### config.mk
export PLATFORM = sky130hd
export DESIGN_NAME = sha256_msg_schedule
export DESIGN_NICKNAME = d
export VERILOG_FILES = /design/src/rtl/sha256_pkg.sv /design/src/rtl/sha256_sched_sigma.sv /design/src/rtl/sha256_msg_schedule.sv
export SDC_FILE = /design/constraint.sdc
export NUM_CORES = 2
export LEC_CHECK = 0
export BUFFER_PORTS_ARGS = -buffer_cell sky130_fd_sc_hd__buf_2
export CORE_MARGIN = 4
export CORE_UTILIZATION = 51
export DETAILED_ROUTE_END_ITERATION = 16
export PLACE_DENSITY = 0.78
export SETUP_SLACK_MARGIN = 0.02
export SKIP_LAST_GASP = 1
export SLEW_MARGIN = 5
export SYNTH_ARGS = -nofsm -noshare
export SYNTH_HDL_FRONTEND = slang
export SYNTH_SLANG_ARGS = --single-unit
### constraint.sdc
create_clock -name clock -period 17.5 [get_ports clock]
set_clock_uncertainty 0.05 [all_clocks]
set_input_delay 3.5 -clock clock [delete_from_list [all_inputs] [get_ports clock]]
set_output_delay 3.5 -clock clock [all_outputs]
set_load 0.02 [all_outputs]
### src/rtl/sha256_pkg.sv
// rtl/sha256_pkg.sv - shared constants and types for the SHA-256 message schedule
package sha256_pkg;
  localparam int WORD_WIDTH  = 32;
  localparam int NUM_WORDS   = 64;
  localparam int BLOCK_WIDTH = 512;
  localparam int WIN_DEPTH   = 16;

  typedef logic [WORD_WIDTH-1:0] word_t;

  typedef enum logic [1:0] {
    IDLE,
    RUN,
    DONE
  } state_t;
endpackage

### src/rtl/sha256_sched_sigma.sv
// rtl/sha256_sched_sigma.sv - combinational SHA-256 small sigma functions
module sha256_sched_sigma
  import sha256_pkg::*;
(
  input  logic [WORD_WIDTH-1:0] x0,
  input  logic [WORD_WIDTH-1:0] x1,
  output logic [WORD_WIDTH-1:0] s0,
  output logic [WORD_WIDTH-1:0] s1
);

  // sigma0 = ROTR7 ^ ROTR18 ^ SHR3, sigma1 = ROTR17 ^ ROTR19 ^ SHR10
  assign s0 = {x0[6:0], x0[31:7]} ^ {x0[17:0], x0[31:18]} ^ (x0 >> 3);
  assign s1 = {x1[16:0], x1[31:17]} ^ {x1[18:0], x1[31:19]} ^ (x1 >> 10);

endmodule

### src/rtl/sha256_msg_schedule.sv
// rtl/sha256_msg_schedule.sv - expands a padded 512-bit block into W[0..63]
// using a 16-word sliding window, one word per accepted handshake.
module sha256_msg_schedule
  import sha256_pkg::*;
(
  input  logic                   clock,
  input  logic                   reset,
  input  logic                   go_sig,
  input  logic [BLOCK_WIDTH-1:0] pad_mem,
  input  logic                   w_ready,
  output logic                   w_valid,
  output logic [WORD_WIDTH-1:0]  w_data,
  output logic [5:0]             w_index,
  output logic                   busy,
  output logic                   sched_done
);

  state_t state, next_state;
  word_t  window [WIN_DEPTH];
  logic [5:0] t;
  logic   xfer;
  logic   last_xfer;
  word_t  sig0, sig1, feedback;

  sha256_sched_sigma u_sigma (
    .x0 (window[1]),
    .x1 (window[14]),
    .s0 (sig0),
    .s1 (sig1)
  );

  // W[t+16] = s1(W[t+14]) + W[t+9] + s0(W[t+1]) + W[t], mod 2^32
  assign feedback = sig1 + window[9] + sig0 + window[0];

  always_ff @(posedge clock or posedge reset) begin
    if (reset) begin
      state <= IDLE;
    end else begin
      state <= next_state;
    end
  end

  always_comb begin
    next_state = state;
    xfer       = 1'b0;
    last_xfer  = 1'b0;
    case (state)
      IDLE: begin
        if (go_sig) next_state = RUN;
      end
      RUN: begin
        xfer      = w_ready;
        last_xfer = w_ready && (t == 6'(NUM_WORDS - 1));
        if (last_xfer) next_state = DONE;
      end
      DONE: begin
        next_state = IDLE;
      end
      default: begin
        next_state = IDLE;
      end
    endcase
  end

  always_ff @(posedge clock or posedge reset) begin
    if (reset) begin
      window <= '{default: '0};
      t      <= '0;
    end else if (state == IDLE && go_sig) begin
      for (int i = 0; i < WIN_DEPTH; i++) begin
        window[i] <= pad_mem[BLOCK_WIDTH-1-WORD_WIDTH*i -: WORD_WIDTH];
      end
      t <= '0;
    end else if (xfer) begin
      for (int i = 0; i < WIN_DEPTH - 1; i++) begin
        window[i] <= window[i+1];
      end
      window[WIN_DEPTH-1] <= feedback;
      // clear explicitly so t never wraps through 63
      t <= last_xfer ? 6'd0 : t + 6'd1;
    end
  end

  assign w_valid    = (state == RUN);
  assign busy       = (state == RUN);
  assign sched_done = (state == DONE);
  assign w_data     = (state == RUN) ? window[0] : '0;
  assign w_index    = t;

endmodule

==> metrics.cfg <==
[status]
status=complete, no violations

[logic_synthesis]
synth-seq-area-share_pct=46.68
yosysWarnings=0
async_flop_share_pct=100.0
yosysMostFrequentCell=nand2_1
synth_nets=4050
synthTopCellsByCount=nand2_1 (1015), nor2_1 (524), dfrtp_1 (520)
synth_edf_count=0
synth_ff_type=dfrtp_1
synth_area_leaders=dfrtp_1 (47%), nand2_1 (14%), a31oi_1 (11%)
synthCells=3440
synth_area_per_cell_sq_um=8.103
yosys.area.top_type_share_pct=46.68
yosys_register_bits=520
yosysTopAreaCell=dfrtp_1
syn-cell-area_sq_mm=0.02788
synth_cell_type_count=61

[drt]
drt_iter0_drc=2925
wl_per_cell_microns=21.90
vias=25940
ant_nets=0
drc=0
drtPass1Iterations=6
vias_per_cell=5.731
drt-total-wl_microns=99130

[clock_network]
ctsLongestPathBuffers=3
h-tree-depth=2
clockRootBuffer=clkbuf_16
clk_latency_ns=0.60
hold_buffers=0
cts_setup_buffers=0
cts_made_buffers=53
post_cts_resized=0
cts_sinks=520
clk_pin_slew_ns=0.06
cts_tree=done

[timing]
rsz0062_at_grt=false
finalCritPeriodShare_pct=40.41
setup_viol=0
slew_violations=0
max_freq_mhz=141.4
relSlewSlack_pct=22.74
finalHoldViolations=0
min_period_ns=7.071
worst_pin_slew_ns=1.159
finalSetupTns_ns=0

[floorplan]
rows=85
start_util_pct=51.70
fp.dieH_microns=241.8
dieArea_sq_mm=0.05846
ioPinCount=557
die_width_microns=241.8
core_sq_mm=0.05392

[worst_setup_path]
crit_path_cell_trace=buf_2 > nand2b_1 > a21oi_4 > buf_4 > buf_4 > buf_4 > buf_12 > nor2_1 > a31oi_1
cp_slowest_cell=buf_4
cp_max_fo=271
critical_path.top_delay_family=buffers and inverters
worstSetupPathDepth=9
r2r_slack_ns=12.82
endpoint_kind=register
cp_common_cell=buf_4
r2r-end=window[21]
r2r_cells=14
critPathKind=in -> reg
r2r-start=window[467]
max_stage_delay_ns=0.90
cp-start-kind=input pin
cp.arrival_ns=7.54
required_ns=17.97
path_buf_inv=5

[final_layout]
syn_to_final_growth_pct=16.16
drive_gt1_share_pct=17.71
final_cell_count_no_fill=4526
nNetsFinal=4395

[global_routing]
grt_pass1_wl_microns=146100
grt_antenna_before_repair=18
first_global_vias=24150
track_usage_pct=32.50
overflow=0
grt_max_degree=272

[place]
dp_cells=4426
place_congestion=0.9143
io_buffers=556
dp.final_hpwl_microns=74080

[min_path]
hold_end=window[3]
hp-start=window[3]
hp-class=reg -> reg
min_delay_path_depth=2

[run]
max_cap_violations=0

## per-layer routing
layer  GRT usage [%]  up-vias  wire length [microns]
met5               0        -                    102
met4           16.65       16                   5846
met3           7.633      240                   9197
met2           48.37     1284                  43780
met1           44.82    12400                  40210
li1                -    12000                      -
## cells in the final DEF (no fill, tap or decap), types with 3 or more instances in the layout
cell type and instances:
o21ai_0 38, nor3_1 8, o21a_1 3, fa_1 62, nor2b_1 3, clkbuf_16 53, nand4_1 8, o31ai_1 4
diode_2 7, clkinv_2 4, a21oi_1 42, a211oi_1 3, xnor2_1 76, clkbuf_1 18, buf_12 4, xor2_1 67
and3_1 5, nand2_1 1015, nand2b_1 3, clkbuf_8 10, inv_1 127, dfrtp_1 520, a311oi_1 3, buf_2 556
o21ai_1 14, inv_6 4, a22oi_1 17, a211oi_2 3, o21bai_1 4, a21o_1 6, nor2_1 523, a31oi_1 486
and2_1 33, buf_4 20, nand3_1 8, ha_1 32
## kinds of logic after synthesis
kind of cell	share of synthesized area (%)
xor gates and xnor gates	4.493
buffers and inverters	5.665
muxes	0.07630
DFF	46.68
adders and majority gates	5.889
AOI/OAI and AO/OA	14.70
and+or+nand+nor	22.50
## worst max-delay path by stage
stage	endpoint	from	slack, ns
6_report	window[335]	go_sig	10.43
5_1_grt	window[404]	go_sig	10.12
4_1_cts	window[335]	go_sig	10.64
3_5_place_dp	window[335]	go_sig	10.00
3_3_place_gp	window[334]	go_sig	10.11
2_1_floorplan	state[0]	reset	6.89
## state kept, by name, indices dropped and copies added, names as in the netlist
signal and cells:
window 512, w_index 6, state 2
## worst min-delay path, cell delays in order (launching register included)
cell	delay (ns)
dfrtp_1	0.34
nand2_1	0.05
o21ai_0	0.06
## final cells by class
| class | count | area (sq um) |
|---|---|---|
| Clock inverter | 12 | 143.9 |
| Fill cell | 4873 | 21540 |
| Multi-Input combinational cell | 2502 | 13310 |
| Antenna cell | 7 | 17.52 |
| Inverter | 128 | 484.2 |
| Clock buffer | 81 | 1531 |
| Tap cell | 696 | 870.8 |
| Timing Repair Buffer | 580 | 3013 |
| Sequential cell | 520 | 13010 |
## through the flow
step                      utilization, %  hold WS [ns]  worst slack, ns  area, sq um
after floorplan                        -        0.3997            6.886        27880
after global placement             56.91        0.4122            10.11        30690
after detailed placement           56.91        0.4204            10.00        30690
after CTS                          60.02        0.4343            10.64        32360
after global routing               60.04        0.4564            10.12        32380
final                              60.05        0.4319            10.43        32380
Power is left out: the tool's default activity adds up to more than one toggle a clock period on the data nets, which glitch-free logic cannot reach.
